### src/rtl/range_copy_pkg.sv
// rtl/range_copy_pkg.sv - shared mode and state encodings for the range copy engine
package range_copy_pkg;

    typedef enum logic {
        MODE_WHILE  = 1'b0,
        MODE_FILTER = 1'b1
    } mode_e;

    typedef enum logic [1:0] {
        ST_IDLE = 2'd0,
        ST_SCAN = 2'd1,
        ST_DONE = 2'd2
    } state_e;

endpackage

### src/rtl/range_copy_mem.sv
// rtl/range_copy_mem.sv - DEPTH x WIDTH register array with one write port and two read ports
module range_copy_mem #(
    parameter int WIDTH = 4,
    parameter int DEPTH = 4,
    parameter int AW    = $clog2(DEPTH)
) (
    input  logic             clk,
    input  logic             reset_l,
    input  logic             we,
    input  logic [AW-1:0]    waddr,
    input  logic [WIDTH-1:0] wdata,
    input  logic [AW-1:0]    rd_addr,
    output logic [WIDTH-1:0] rd_data,
    input  logic [AW-1:0]    snap_addr,
    output logic [WIDTH-1:0] snap_data
);

    logic [WIDTH-1:0] mem [DEPTH];

    // Non-power-of-two depths leave index codes with no backing entry.
    function automatic logic in_range(input logic [AW-1:0] a);
        return {1'b0, a} < (AW+1)'(DEPTH);
    endfunction

    always_ff @(posedge clk or negedge reset_l) begin
        if (!reset_l) begin
            for (int k = 0; k < DEPTH; k++) begin
                mem[k] <= '0;
            end
        end else if (we && in_range(waddr)) begin
            mem[waddr] <= wdata;
        end
    end

    assign rd_data   = in_range(rd_addr)   ? mem[rd_addr]   : '0;
    assign snap_data = in_range(snap_addr) ? mem[snap_addr] : '0;

endmodule

### src/rtl/range_copy_engine.sv
// rtl/range_copy_engine.sv - walks the array copying a source snapshot into entries within [lo,hi]
module range_copy_engine
    import range_copy_pkg::*;
#(
    parameter int WIDTH = 4,
    parameter int DEPTH = 4,
    parameter int AW    = $clog2(DEPTH)
) (
    input  logic             clk,
    input  logic             reset_l,
    input  logic             wr_en,
    input  logic [AW-1:0]    wr_addr,
    input  logic [WIDTH-1:0] wr_data,
    input  logic [AW-1:0]    rd_addr,
    output logic [WIDTH-1:0] rd_data,
    input  logic             cmd_valid,
    output logic             cmd_ready,
    input  logic [AW-1:0]    cmd_lo,
    input  logic [AW-1:0]    cmd_hi,
    input  logic [AW-1:0]    cmd_src,
    input  logic             cmd_mode,
    output logic             busy,
    output logic             done,
    output logic [AW:0]      count,
    output logic             wr_drop
);

    localparam logic [AW-1:0] LAST = AW'(DEPTH - 1);

    state_e           state;
    mode_e            mode_q;
    logic [AW-1:0]    idx;
    logic [AW-1:0]    lo_q;
    logic [AW-1:0]    hi_q;
    logic [WIDTH-1:0] src_val;
    logic [WIDTH-1:0] snap_data;
    logic             cond;
    logic             eng_we;
    logic             mem_we;
    logic [AW-1:0]    mem_waddr;
    logic [WIDTH-1:0] mem_wdata;

    assign cond   = (idx >= lo_q) && (idx <= hi_q);
    assign eng_we = (state == ST_SCAN) && cond;

    // Host and engine never contend: the host port is only open while idle.
    assign mem_we    = eng_we || (wr_en && !busy);
    assign mem_waddr = eng_we ? idx     : wr_addr;
    assign mem_wdata = eng_we ? src_val : wr_data;

    range_copy_mem #(
        .WIDTH (WIDTH),
        .DEPTH (DEPTH),
        .AW    (AW)
    ) u_mem (
        .clk       (clk),
        .reset_l   (reset_l),
        .we        (mem_we),
        .waddr     (mem_waddr),
        .wdata     (mem_wdata),
        .rd_addr   (rd_addr),
        .rd_data   (rd_data),
        .snap_addr (cmd_src),
        .snap_data (snap_data)
    );

    always_ff @(posedge clk or negedge reset_l) begin
        if (!reset_l) begin
            state     <= ST_IDLE;
            mode_q    <= MODE_WHILE;
            idx       <= '0;
            lo_q      <= '0;
            hi_q      <= '0;
            src_val   <= '0;
            cmd_ready <= 1'b1;
            busy      <= 1'b0;
            done      <= 1'b0;
            count     <= '0;
            wr_drop   <= 1'b0;
        end else begin
            done <= 1'b0;
            if (wr_en && busy) begin
                wr_drop <= 1'b1;
            end
            case (state)
                ST_IDLE: begin
                    if (cmd_valid && cmd_ready) begin
                        lo_q      <= cmd_lo;
                        hi_q      <= cmd_hi;
                        mode_q    <= mode_e'(cmd_mode);
                        src_val   <= snap_data;
                        idx       <= '0;
                        count     <= '0;
                        wr_drop   <= 1'b0;
                        cmd_ready <= 1'b0;
                        busy      <= 1'b1;
                        state     <= ST_SCAN;
                    end
                end
                ST_SCAN: begin
                    if (cond) begin
                        count <= count + 1'b1;
                    end
                    if ((!cond && mode_q == MODE_WHILE) || idx == LAST) begin
                        done  <= 1'b1;
                        state <= ST_DONE;
                    end else begin
                        idx <= idx + 1'b1;
                    end
                end
                ST_DONE: begin
                    cmd_ready <= 1'b1;
                    busy      <= 1'b0;
                    state     <= ST_IDLE;
                end
                default: begin
                    cmd_ready <= 1'b1;
                    busy      <= 1'b0;
                    state     <= ST_IDLE;
                end
            endcase
        end
    end

endmodule

### config.mk
export PLATFORM = sky130hd
export DESIGN_NAME = range_copy_engine
export DESIGN_NICKNAME = d
export VERILOG_FILES = /design/src/rtl/range_copy_pkg.sv /design/src/rtl/range_copy_mem.sv /design/src/rtl/range_copy_engine.sv
export SDC_FILE = /design/constraint.sdc
export NUM_CORES = 1
export LEC_CHECK = 0
export BUFFER_PORTS_ARGS = -buffer_cell sky130_fd_sc_hd__buf_2
export CAP_MARGIN = 20
export CORE_AREA = 5 5 57 97
export DETAILED_ROUTE_END_ITERATION = 8
export DIE_AREA = 0 0 62 102
export PLACE_DENSITY = 0.66
export SYNTH_ARGS = -nofsm -noshare
export SYNTH_HDL_FRONTEND = slang
export SYNTH_SLANG_ARGS = --single-unit
export TNS_END_PERCENT = 5
### constraint.sdc
create_clock -name clk -period 2.1 [get_ports clk]
set_clock_uncertainty 0.15 [all_clocks]
set_input_delay 0.105 -clock clk [delete_from_list [all_inputs] [get_ports clk]]
set_output_delay 0.105 -clock clk [all_outputs]
set_load 0.02 [all_outputs]
# Word-level counts from Yosys, hierarchy flattened
# Cells that the tools add are included.
[word_totals] ff_bits=36 output_inout_bits=11
[op_classes] addsub=2 order_cmp=6 n_eq_ne=6 muxes=29 n_bitwise=5 n_reduce_logical=18
[op_table] cell="$mux W4" count=6
[op_table] cell="$bmux W4 S2" count=2
[op_table] cell="$bwmux W16" count=1
[op_table] cell="$mux W2" count=5
[op_table] cell="$ge A3 B3 Y1 const B" count=3
[op_table] cell="$not A2 Y3" count=3
[op_table] cell="$demux W4 S2" count=1
[op_table] cell="$pmux W2 S2" count=2
[op_table] cell="$logic_and A1 B1 Y1" count=7
[op_table] cell="$mux W1" count=7
[op_table] cell="$mux W3" count=2
[op_table] cell="$ne A2 B2 Y1 const B" count=3
[op_table] cell="$pmux W3 S2" count=1
[op_table] cell="$reduce_and A2 Y1" count=3
[op_table] cell="$reduce_and A3 Y1" count=2
[op_table] cell="$pmux W1 S2" count=2
[op_table] cell="$add A3 B1 Y3 const B" count=1
[op_table] cell="$lt A3 B1 Y1 const B" count=1
[op_table] cell="$add A2 B1 Y2 const B" count=1
[op_table] cell="$eq A2 B1 Y1 const B" count=1
[op_table] cell="$eq A2 B2 Y1 const B" count=1
[op_table] cell="$ge A2 B2 Y1" count=1
[op_table] cell="$le A2 B2 Y1" count=1
[op_table] cell="$logic_not A1 Y1" count=2
[op_table] cell="5 further kinds" count=7

# Depth between registers and ports, before layout
# Gate-level depths: netlist (run 1).
[depth] word_depth=10 ltp_mapped=7 mapped_depth_nobuf=7

# Cells and area by module
# Synthesis (run 1) repeated with hierarchy kept, for this count alone.
[unflattened] cells_unflattened=147 area_unflattened_um2=1826.8
[by_module_without_submodules] module="range_copy_engine" n_inst=1 cells_each=103 area_each_um2=1019.7 seq_area_each_um2=501.7
[by_module_without_submodules] module="range_copy_mem" n_inst=1 cells_each=44 area_each_um2=807.0 seq_area_each_um2=400.4

# Worst setup path before layout (run 1)
# No wires, ideal clock.
[synth_path] path_kind="flip-flop to flip-flop" from="reg idx[0]" to="reg u_mem.mem[0] (netlist bit)" t_arrival_ps=1834 required_ps=1827 slack_ps=-7 path_stages_with_launch=8 n_path_buf=0 path_cell_list="dfrtp_1 -> inv_1 -> ha_1 -> nor3b_2 -> nor3_4 -> a211oi_1 -> or2b_1 -> o221a_2"
[synth_between] elab_chain_len=10 elab_cells_between_ends=14
[synth_lines] element="from (decl)" line_no="range_copy_engine.sv:32" rtl="logic [AW-1:0] idx;"
[synth_lines] element="from (signal assigned)" line_no="range_copy_engine.sv:108" rtl="idx <= idx + 1'b1;"
[synth_lines] element="$ge A2 B2 Y1 / $le A2 B2 Y1 (equally long branches)" line_no="range_copy_engine.sv:43" rtl="assign cond = (idx >= lo_q) && (idx <= hi_q);"
[synth_lines] element="$logic_and A1 B1 Y1" line_no="range_copy_engine.sv:43"
[synth_lines] element="$logic_and A1 B1 Y1" line_no="range_copy_engine.sv:44" rtl="assign eng_we = (state == ST_SCAN) && cond;"
[synth_lines] element="$mux W2" line_no="range_copy_engine.sv:48" rtl="assign mem_waddr = eng_we ? idx : wr_addr;"
[synth_lines] element="$not A2 Y3 (not written as such)" line_no="range_copy_mem.sv:31" rtl="mem[waddr] <= wdata;"
[synth_lines] element="$ge A3 B3 Y1 (not written as such) / $lt A3 B1 Y1 (equally long branches)" line_no="range_copy_mem.sv:31"
[synth_lines] element="$logic_and A1 B1 Y1 (not written as such)" line_no="range_copy_mem.sv:31"
[synth_lines] element="$mux W4 (not written as such)" line_no="range_copy_mem.sv:31"
[synth_lines] element="$demux W4 S2" line_no="range_copy_mem.sv:31"
[synth_lines] element="$bwmux W16" line_no="range_copy_mem.sv:31"
[synth_lines] element="to (signal, indexed assignment)" line_no="range_copy_mem.sv:31"
[synth_lines] element="to (decl)" line_no="range_copy_mem.sv:18" rtl="logic [WIDTH-1:0] mem [DEPTH];"
# Parallel ways exist; a longest one is shown, timed or not.
# A chain may end at the register's enable or synchronous reset.

# Worst setup path in the final report (run 1)
[layout_path] from="reg idx[0]" to="reg u_mem.mem[11] (netlist bit)"
# Same word-level chain as after synthesis.

==> impl_metrics.py, run 1 <==
metrics = {
    "run_status": {
        "status": "finished clean",
    },
    "global_route": {
        "use_met2": 0.306,
        "grt_pass1_wl_um": 7620,
        "antenna_found_initial": 0,
        "grt_overflow": 0,
        "grt_pass1_vias": 1626,
        "grt_use_met1": 0.169,
        "grt.busiest_layer": "met2",
        "grt_max_degree": 37,
        "grt_usage": 0.166,
        "met3_usage": 0.0354,
    },
    "sta": {
        "hold_viol": 0,
        "slew_headroom": 0.469,
        "rsz0062_at_grt": "true",
        "setup_ws_ps": 34.8,
        "layout_min_cycle_time_ps": 2070,
        "worst_pin_slew_ps": 797,
        "whs_ps": 55.4,
        "setup_viol": 0,
        "slew_violations": 0,
        "fmax_ghz": 0.484,
        "fin_crit_sh": 0.983,
        "tns_ps": 0,
    },
    "setup_path": {
        "slowest_delay_ps": 380,
        "critPathMaxFanout": 6,
        "cp-start-kind": "flop",
        "cp_num_buf_inv": 2,
        "r2r-end": "u_mem.mem[11]$_DFFE_PN0P_",
        "cp_cell_sequence": "inv_2 > ha_4 > nor3b_4 > nor3_4 > buf_6 > nand4b_1 > a21bo_2 > o221a_2",
        "path_delay_family": "compound AO/OA/AOI/OAI gates",
        "cp.arrival_ps": 2090,
        "cp_data_required_time_ps": 2130,
        "r2r_setup_slack_ps": 30,
        "cp_slowest_cell": "dfrtp_1",
        "crit_type": "flop to flop",
        "ff2ff_path_depth": 8,
        "end_kind": "flop",
        "crit_cells": 8,
        "startpoint": "idx[0]$_DFFE_PN0P_",
        "endpoint": "u_mem.mem[11]$_DFFE_PN0P_",
        "r2r-start": "idx[0]$_DFFE_PN0P_",
    },
    "routing": {
        "wl_per_cell_um": 18.1,
        "drtIter0Drc": 40,
        "vias_per_cell": 5.72,
        "drt-pass1-iter-count": 4,
        "vias": 1561,
        "ant_nets": 0,
        "wl_um": 4930,
        "drc": 0,
    },
    "power_and_ir_drop": {
        "irDropWorstVdd_mv": 0.997,
        "cellPowerDensity_mw_per_mm2": 1490,
        "leakage_nw": 1.09,
    },
    "synth": {
        "synth_nets": 192,
        "synth_warnings": 0,
        "synth_edf_count": 0,
        "yosys.area.top_type": "dfrtp_1",
        "avgSynthCellArea_um2": 12.0,
        "synth_area_mm2": 0.00201,
        "synthFlopType": "dfrtp_1",
        "synth_seq_cells": 36,
        "synth_cell_types": 40,
        "synthArstFlopShare": 1.00,
        "synth.top_cell.area_share": 0.436,
        "synthTopCellsByArea": "dfrtp_1, mux4_2, o221a_2",
        "synth-seq-area-share": 0.449,
        "synth_cells": 167,
    },
    "clocking": {
        "clock_latency_ps": 290,
        "numCtsBuffers": 5,
        "cts_tree": "built",
        "root_buffer": "clkbuf_8",
        "cts_buffer_depth": 2,
        "cts_sinks": 36,
        "cts.clk_slew.worst_paths_ps": 70,
        "htree_num_levels": 2,
    },
    "floorplanning": {
        "start_util": 0.435,
        "num_rows": 33,
        "dieArea_mm2": 0.00632,
        "dieWidth_um": 62,
        "die_h_um": 102,
        "io_pins": 30,
        "core_area_mm2": 0.00462,
    },
    "layout": {
        "final_nets": 245,
        "fill_cells": 403,
        "drive_gt1_frac": 0.489,
        "diodes": 0,
        "final_util": 0.561,
        "fin_cells": 273,
        "syn_to_final_growth_pct": 29.1,
    },
    "place": {
        "gp_congestion": 0.841,
        "dp_hpwl_um": 3720,
        "portBuffers": 29,
        "post-place-ws_ps": -14.8,
        "dp.cells": 253,
    },
    "hold_path": {
        "min_path_type": "input port to flop",
    },
    "job": {
        "drv_cap": 0,
    },
}
-- how the worst min path moves through the flow --
stage                          start                        end  slack [ps]  depth (start not counted)
after detailed placement     reset_l  u_mem.mem[14]$_DFFE_PN0P_          90                          1
after floorplan              reset_l           busy$_DFFE_PN0P_        -340                          0
final                     wr_data[1]   u_mem.mem[5]$_DFFE_PN0P_          60                          3
after global placement       reset_l     src_val[2]$_DFFE_PN0P_          80                          1
after global routing      wr_data[3]   u_mem.mem[3]$_DFFE_PN0P_          70                          3
after CTS                 wr_data[2]   u_mem.mem[6]$_DFFE_PN0P_          50                          3
-- routing by layer --
metal,vias up,part of all wire
li1,742,-
met1,760,0.36
met2,45,0.57
met3,14,0.038
met4,0,0.033
met5,-,0
-- Yosys cell counts (all sizes together) (4+ instances only) --
library cell	instances
a21oi	4
dfrtp	35
ha	6
inv	6
mux2	9
mux4	8
nand2	7
nand2b	9
nand4	10
nor2	14
o21a	4
o21ai	8
o221a	16
or2b	4
-- state kept, by name, indices dropped and copies added (netlist names) --
| register | count |
|---|---|
| src_val | 4 |
| hi_q | 2 |
| done | 1 |
| mode_q | 1 |
| idx | 2 |
| count | 3 |
| u_mem.mem | 16 |
| wr_drop | 1 |
| state | 2 |
| lo_q | 2 |
| cmd_ready | 1 |
| busy | 1 |
-- final cells by class --
class	count	area, um^2	area share
tap	52	65.1	0.0251
clock inverter	1	30.0	0.0116
clock buffer	7	96.3	0.0371
multi-input combinational	121	1150	0.445
inverter	6	22.5	0.00868
timing repair buffer	50	324	0.125
sequential	36	903	0.348
-- cells by family (layout without fill, tap and decap cells) --
logic type               Yosys count  after routing  share of synthesized area
XOR/XNOR                           1              1                    0.00436
adder cells (fa/ha/maj)            6              6                     0.0373
buffers and inverters             10             64                     0.0218
AO/OA/AOI/OAI                     36             36                      0.159
multiplexers                      19             19                      0.150
AND/OR/NAND/NOR                   59             59                      0.179
flip-flops                        36             36                      0.449
-- power breakdown --
part / internal (mW) / switching, mW / leakage [nW]
sequential: 1.02 / 0.305 / 0.423
clock: 0.419 / 0.239 / 0.0645
combinational: 1.01 / 0.879 / 0.603
total: 2.45 / 1.42 / 1.09
-- stage by stage --
| stage | total power, mW | cell area [um^2] |
|---|---|---|
| after floorplan | 2.43 | 2020 |
| after global placement | 2.92 | 2270 |
| after detailed placement | 2.96 | 2270 |
| after CTS | 3.66 | 2490 |
| after global routing | 4.13 | 2590 |
| final | 3.87 | 2590 |
-- repair_timing --
item                                    CTS  global route
resized for setup                         2            17
hold buffers                              7             0
endpoints found under the setup margin    4            18
buffers inserted                          1             4
pin swaps                                 1            10
hold endpoints to repair                 41             0
cloned                                    0             0
-- worst register-to-register path: stages, from the launching register on --
cell      delay (ps)
dfrtp_1          380
inv_2             80
ha_4             210
nor3b_4          240
nor3_4            80
buf_6            140
nand4b_1         130
a21bo_2          280
o221a_2          260
-- cell usage in the layout (no fill, tap or decap), types with 5 or more instances in the layout --
cell type and instances:
nand2b_1 6, mux4_2 8, buf_4 13, mux2_2 9, dlygate4sd3_1 7, buf_2 29
o21ai_0 7, nor2_1 13, nand2_1 5, nand4_1 10, clkbuf_8 7, o221a_2 16
dfrtp_1 34
No activity file was read; power rests on OpenSTA's default activity.
==> run 2: changes to the inputs <==
- CELL_PAD_IN_SITES_DETAIL_PLACEMENT: unset -> 1
- CELL_PAD_IN_SITES_GLOBAL_PLACEMENT: unset -> 1
- CORE_AREA: 5 5 57 97 -> 5 5 59 101
- DIE_AREA: 0 0 62 102 -> 0 0 64 106
- PLACE_DENSITY: 0.66 -> unset
- PLACE_DENSITY_LB_ADDON: unset -> 0.1
==> impl_metrics.py, run 2 (synthesized netlist as in run 1, its figures left out) <==
metrics = {
    "run_status": {
        "status": "finished clean",
    },
    "sta": {
        "fin_crit_sh": 0.981,
        "hold_viol": 0,
        "slew_violations": 0,
        "setup_viol": 0,
        "tns_ps": 0,
        "worst_pin_slew_ps": 815,
        "fmax_ghz": 0.485,
        "layout_min_cycle_time_ps": 2060,
        "rsz0062_at_grt": "true",
        "slew_headroom": 0.457,
    },
    "setup_path": {
        "critPathMaxFanout": 7,
        "r2r_setup_slack_ps": 40,
        "cp_cell_sequence": "ha_1 > nor2b_2 > o21ai_4 > nand2_2 > a21bo_2 > o221a_2",
        "end_kind": "flop",
        "slowest_delay_ps": 410,
        "cp_slowest_cell": "dfrtp_1",
        "cp_data_required_time_ps": 2120,
        "cp-start-kind": "flop",
        "cp.arrival_ps": 2080,
        "crit_type": "flop to flop",
    },
    "place": {
        "gp_congestion": 0.811,
        "dp.cells": 256,
        "portBuffers": 29,
        "dp_hpwl_um": 4370,
    },
    "clocking": {
        "cts_sinks": 36,
        "root_buffer": "clkbuf_8",
        "cts_tree": "built",
        "clock_latency_ps": 280,
        "cts_buffer_depth": 2,
        "htree_num_levels": 2,
        "cts.clk_slew.worst_paths_ps": 70,
        "numCtsBuffers": 5,
    },
    "layout": {
        "fin_cells": 276,
        "largest_reg_flops": 16,
        "syn_to_final_growth_pct": 26.6,
        "drive_gt1_frac": 0.471,
        "final_cell_mix": "dfrtp_1, buf_2, o221a_2, buf_4, nor2_1",
        "largest_registers": "u_mem.mem x16, src_val x4, count x3",
        "diodes": 0,
        "final_util": 0.497,
        "top_register": "u_mem.mem",
        "layout_commonest_cell": "dfrtp_1",
        "final_nets": 246,
    },
    "routing": {
        "wl_per_cell_um": 20.0,
        "drt-pass1-iter-count": 4,
        "drtIter0Drc": 41,
        "ant_nets": 0,
        "vias_per_cell": 5.80,
        "wl_um": 5510,
        "drc": 0,
        "vias": 1601,
    },
    "global_route": {
        "grt_pass1_wl_um": 8800,
        "grt_usage": 0.169,
        "grt_max_degree": 37,
        "grt_overflow": 0,
        "antenna_found_initial": 0,
        "grt_pass1_vias": 1765,
    },
    "floorplanning": {
        "die_h_um": 106,
        "dieArea_mm2": 0.00678,
        "dieWidth_um": 64,
        "start_util": 0.392,
        "num_rows": 35,
        "io_pins": 30,
        "core_area_mm2": 0.00512,
    },
    "hold_path": {
        "min_path_type": "input port to flop",
    },
    "power_and_ir_drop": {
        "power_mw": 3.70,
        "irDropWorstVdd_mv": 0.801,
        "cellPowerDensity_mw_per_mm2": 1450,
        "leakage_nw": 1.07,
    },
    "job": {
        "drv_cap": 0,
    },
}
run 2: cell types whose count changed in the layout (fill, tap and decap cells not counted), moves of 2 or more:
cell and delta:
clkbuf_8 -2, ha_1 +2, ha_4 -3, nand2b_4 +2
run 2: path summary, 6_finish.rpt:
| path | startpoint | end | cells past startpoint |
|---|---|---|---|
| setup reg to reg | idx[1]$_DFFE_PN0P_ | u_mem.mem[12]$_DFFE_PN0P_ | 6 |
| hold / removal | wr_en | wr_drop$_DFF_PN0_ | 3 |
| max in group asynchronous | reset_l | src_val[2]$_DFFE_PN0P_ | 2 |
| setup / recovery | idx[1]$_DFFE_PN0P_ | u_mem.mem[12]$_DFFE_PN0P_ | 6 |
| min in group asynchronous | reset_l | busy$_DFFE_PN0P_ | 2 |
| hold reg to reg | wr_drop$_DFF_PN0_ | wr_drop$_DFF_PN0_ | 2 |
run 2: power breakdown:
| group | internal, mW | switching [mW] | total (mW) |
|---|---|---|---|
| logic | 0.981 | 0.885 | 1.87 |
| clock network | 0.225 | 0.232 | 0.458 |
| registers | 1.02 | 0.359 | 1.37 |
run 2: what timing repair did:
action / 4_1_cts / 5_1_grt
resized for setup: 2 / 11
endpoints found under the setup margin: 6 / 18
cloned: 0 / 0
endpoints found under the hold margin: 41 / 0
pin swaps: 2 / 11
hold buffers: 7 / 0
buffers inserted: 1 / 6
run 2: metrics by stage:
step / area, um^2 / worst slack [ps] / hold slack, ps
after floorplan: 2020 / 3.40 / -341
after global placement: 2280 / 63.0 / 77.8
after detailed placement: 2280 / 7.00 / 92.7
after CTS: 2440 / 2.51 / 53.3
after global routing: 2540 / -43.7 / 75.6
final: 2540 / 40.1 / 54.6
run 2: critical path, delay by kind of cell (launching register included):
family	cells	cell delay, ps
AO/OA/AOI/OAI	3	780
adder cells (fa/ha/maj)	1	300
flip-flops	1	410
AND/OR/NAND/NOR	2	310
run 2: layout make-up:
type	count	area (um^2)
Clock buffer	6	72.6
Tap cell	55	68.8
Timing Repair Buffer	51	340
Inverter	6	22.5
Sequential cell	36	902
Clock inverter	1	5.00
Fill cell	557	2580
Multi-Input combinational cell	121	1130
run 2: routing by layer:
metal,GRT usage,vias to the layer above,share of wire
met5,0,-,0
met3,0.0307,8,0.028
met1,0.159,811,0.34
li1,-,747,-
met4,0.0743,0,0.022
met2,0.335,35,0.61
==> run 3: changes to the inputs <==
- RECOVER_POWER: unset -> 25
==> impl_metrics.py, run 3 (synthesized netlist as in run 1, its figures left out) <==
metrics = {
    "setup_path": {
        "critPathMaxFanout": 7,
        "crit_type": "flop to flop",
        "cp_cell_sequence": "ha_1 > nor2b_2 > o21ai_4 > nand2_2 > a21bo_2 > o221a_2",
        "cp.arrival_ps": 2080,
        "cp_slowest_cell": "dfrtp_1",
        "cp_data_required_time_ps": 2120,
        "cp-start-kind": "flop",
        "cp_num_buf_inv": 0,
        "ff2ff_path_depth": 6,
        "path_delay_family": "compound AO/OA/AOI/OAI gates",
        "end_kind": "flop",
        "r2r_setup_slack_ps": 40,
        "slowest_delay_ps": 410,
        "r2r-end": "u_mem.mem[12]$_DFFE_PN0P_",
        "r2r-start": "idx[1]$_DFFE_PN0P_",
    },
    "clocking": {
        "root_buffer": "clkbuf_8",
        "clock_latency_ps": 280,
        "cts_tree": "built",
        "cts.clk_slew.worst_paths_ps": 70,
        "cts_sinks": 36,
        "numCtsBuffers": 5,
        "cts_buffer_depth": 2,
        "htree_num_levels": 2,
    },
    "floorplanning": {
        "io_pins": 30,
        "num_rows": 35,
        "dieWidth_um": 64,
        "core_area_mm2": 0.00512,
        "start_util": 0.392,
        "dieArea_mm2": 0.00678,
        "die_h_um": 106,
    },
    "global_route": {
        "grt_pass1_vias": 1765,
        "antenna_found_initial": 0,
        "grt_max_degree": 37,
        "grt_usage": 0.169,
        "grt_overflow": 0,
        "grt_pass1_wl_um": 8800,
    },
    "sta": {
        "fin_crit_sh": 0.980,
        "fmax_ghz": 0.486,
        "whs_ps": 54.7,
        "slew_violations": 0,
        "setup_viol": 0,
        "worst_pin_slew_ps": 904,
        "rsz0062_at_grt": "true",
        "layout_min_cycle_time_ps": 2060,
        "hold_viol": 0,
        "tns_ps": 0,
        "slew_headroom": 0.397,
    },
    "layout": {
        "syn_to_final_growth_pct": 26.1,
        "largest_registers": "u_mem.mem x16, src_val x4, count x3",
        "drive_gt1_frac": 0.439,
        "design_area_mm2": 0.00254,
        "layout_commonest_cell": "dfrtp_1",
        "diodes": 0,
        "largest_reg_flops": 16,
        "final_cell_mix": "dfrtp_1, buf_2, o221a_2, buf_4, nor2_1",
        "final_nets": 246,
        "fill_cells": 561,
        "top_register": "u_mem.mem",
    },
    "power_and_ir_drop": {
        "p_seq_frac": 0.372,
        "internal-power_mw": 2.21,
        "power.share.clock": 0.124,
        "leakage_nw": 1.05,
        "combPwrFrac": 0.504,
        "p_switching_mw": 1.47,
        "irDropWorstVdd_mv": 0.803,
        "switching_share": 0.400,
        "power_mw": 3.69,
        "cellPowerDensity_mw_per_mm2": 1450,
    },
    "routing": {
        "wl_per_cell_um": 19.9,
        "wl_um": 5510,
        "drc": 0,
        "vias_per_cell": 5.78,
        "vias": 1595,
        "ant_nets": 0,
        "drt-pass1-iter-count": 4,
        "drtIter0Drc": 41,
    },
    "hold_path": {
        "min_from": "wr_en",
        "hold_depth": 3,
        "min_path_type": "input port to flop",
        "holdPathEnd": "wr_drop$_DFF_PN0_",
    },
    "place": {
        "placed_area_mm2": 0.00228,
        "portBuffers": 29,
        "dp_hpwl_um": 4370,
        "gp_congestion": 0.811,
    },
    "job": {
        "drv_cap": 0,
    },
    "run_status": {
        "status": "finished clean",
    },
}
## run 3: cell count changes in the layout (fill, tap and decap cells not counted)
cell / before / now
buf_2: 29 / 21
clkbuf_2: 0 / 1
clkbuf_1: 1 / 8
## run 3: worst max path at each step
| stage | from | endpoint | slack (ps) | depth (start not counted) |
|---|---|---|---|---|
| 4_1_cts | idx[1]$_DFFE_PN0P_ | idx[1]$_DFFE_PN0P_ | 3 | 6 |
| 6_report | idx[1]$_DFFE_PN0P_ | u_mem.mem[12]$_DFFE_PN0P_ | 40 | 6 |
| 5_1_grt | idx[0]$_DFFE_PN0P_ | u_mem.mem[1]$_DFFE_PN0P_ | -40 | 8 |
| 3_5_place_dp | idx[0]$_DFFE_PN0P_ | u_mem.mem[7]$_DFFE_PN0P_ | 7 | 7 |
| 3_3_place_gp | idx[1]$_DFFE_PN0P_ | idx[1]$_DFFE_PN0P_ | 60 | 6 |
| 2_1_floorplan | idx[1]$_DFFE_PN0P_ | idx[0]$_DFFE_PN0P_ | 3 | 6 |
## run 3: metrics by stage
stage                util  cells  worst slack [ps]
CTS                 0.476    271              2.51
floorplan               -    167              3.40
global placement    0.444    256              63.0
finish              0.495    276              41.4
global route        0.495    276             -43.7
detailed placement  0.444    256              7.00
## run 3: tightest hold or removal path, cell delays in order
cell and delay, ps:
buf_2 180, a21oi_1 90, nor2_1 80
## run 3: layer usage
layer | wire length, um | GRT usage | share of wire
met4 | 121 | 0.0743 | 0.022
met2 | 3390 | 0.335 | 0.62
met3 | 128 | 0.0307 | 0.023
met5 | 0 | 0 | 0
met1 | 1870 | 0.159 | 0.34
## run 3: cell type report
type                       instances  area [um^2]  area share
sequential                        36          902       0.356
inverter                           6         22.5     0.00888
timing repair buffer              51          332       0.131
multi-input combinational        121         1130       0.447
tap                               55         68.8      0.0271
clock buffer                       6         72.6      0.0286
clock inverter                     1         5.00     0.00197
## run 3: timing repair
action | 4_1_cts | 5_1_grt
setup buffers | 1 | 6
endpoints found under the hold margin | 41 | 0
endpoints found under the setup margin | 6 | 18
pin swaps | 2 | 11
hold buffers | 7 | 0
resized for setup | 2 | 11
## run 3: power by group through the flow
stage               logic [mW]  registers (mW)  clock network [mW]
floorplan                 1.15            1.28                   0
global placement          1.58            1.36                   0
detailed placement        1.65            1.38                   0
CTS                       1.69            1.37               0.476
global route              2.04            1.41               0.503
finish                    1.86            1.37               0.456
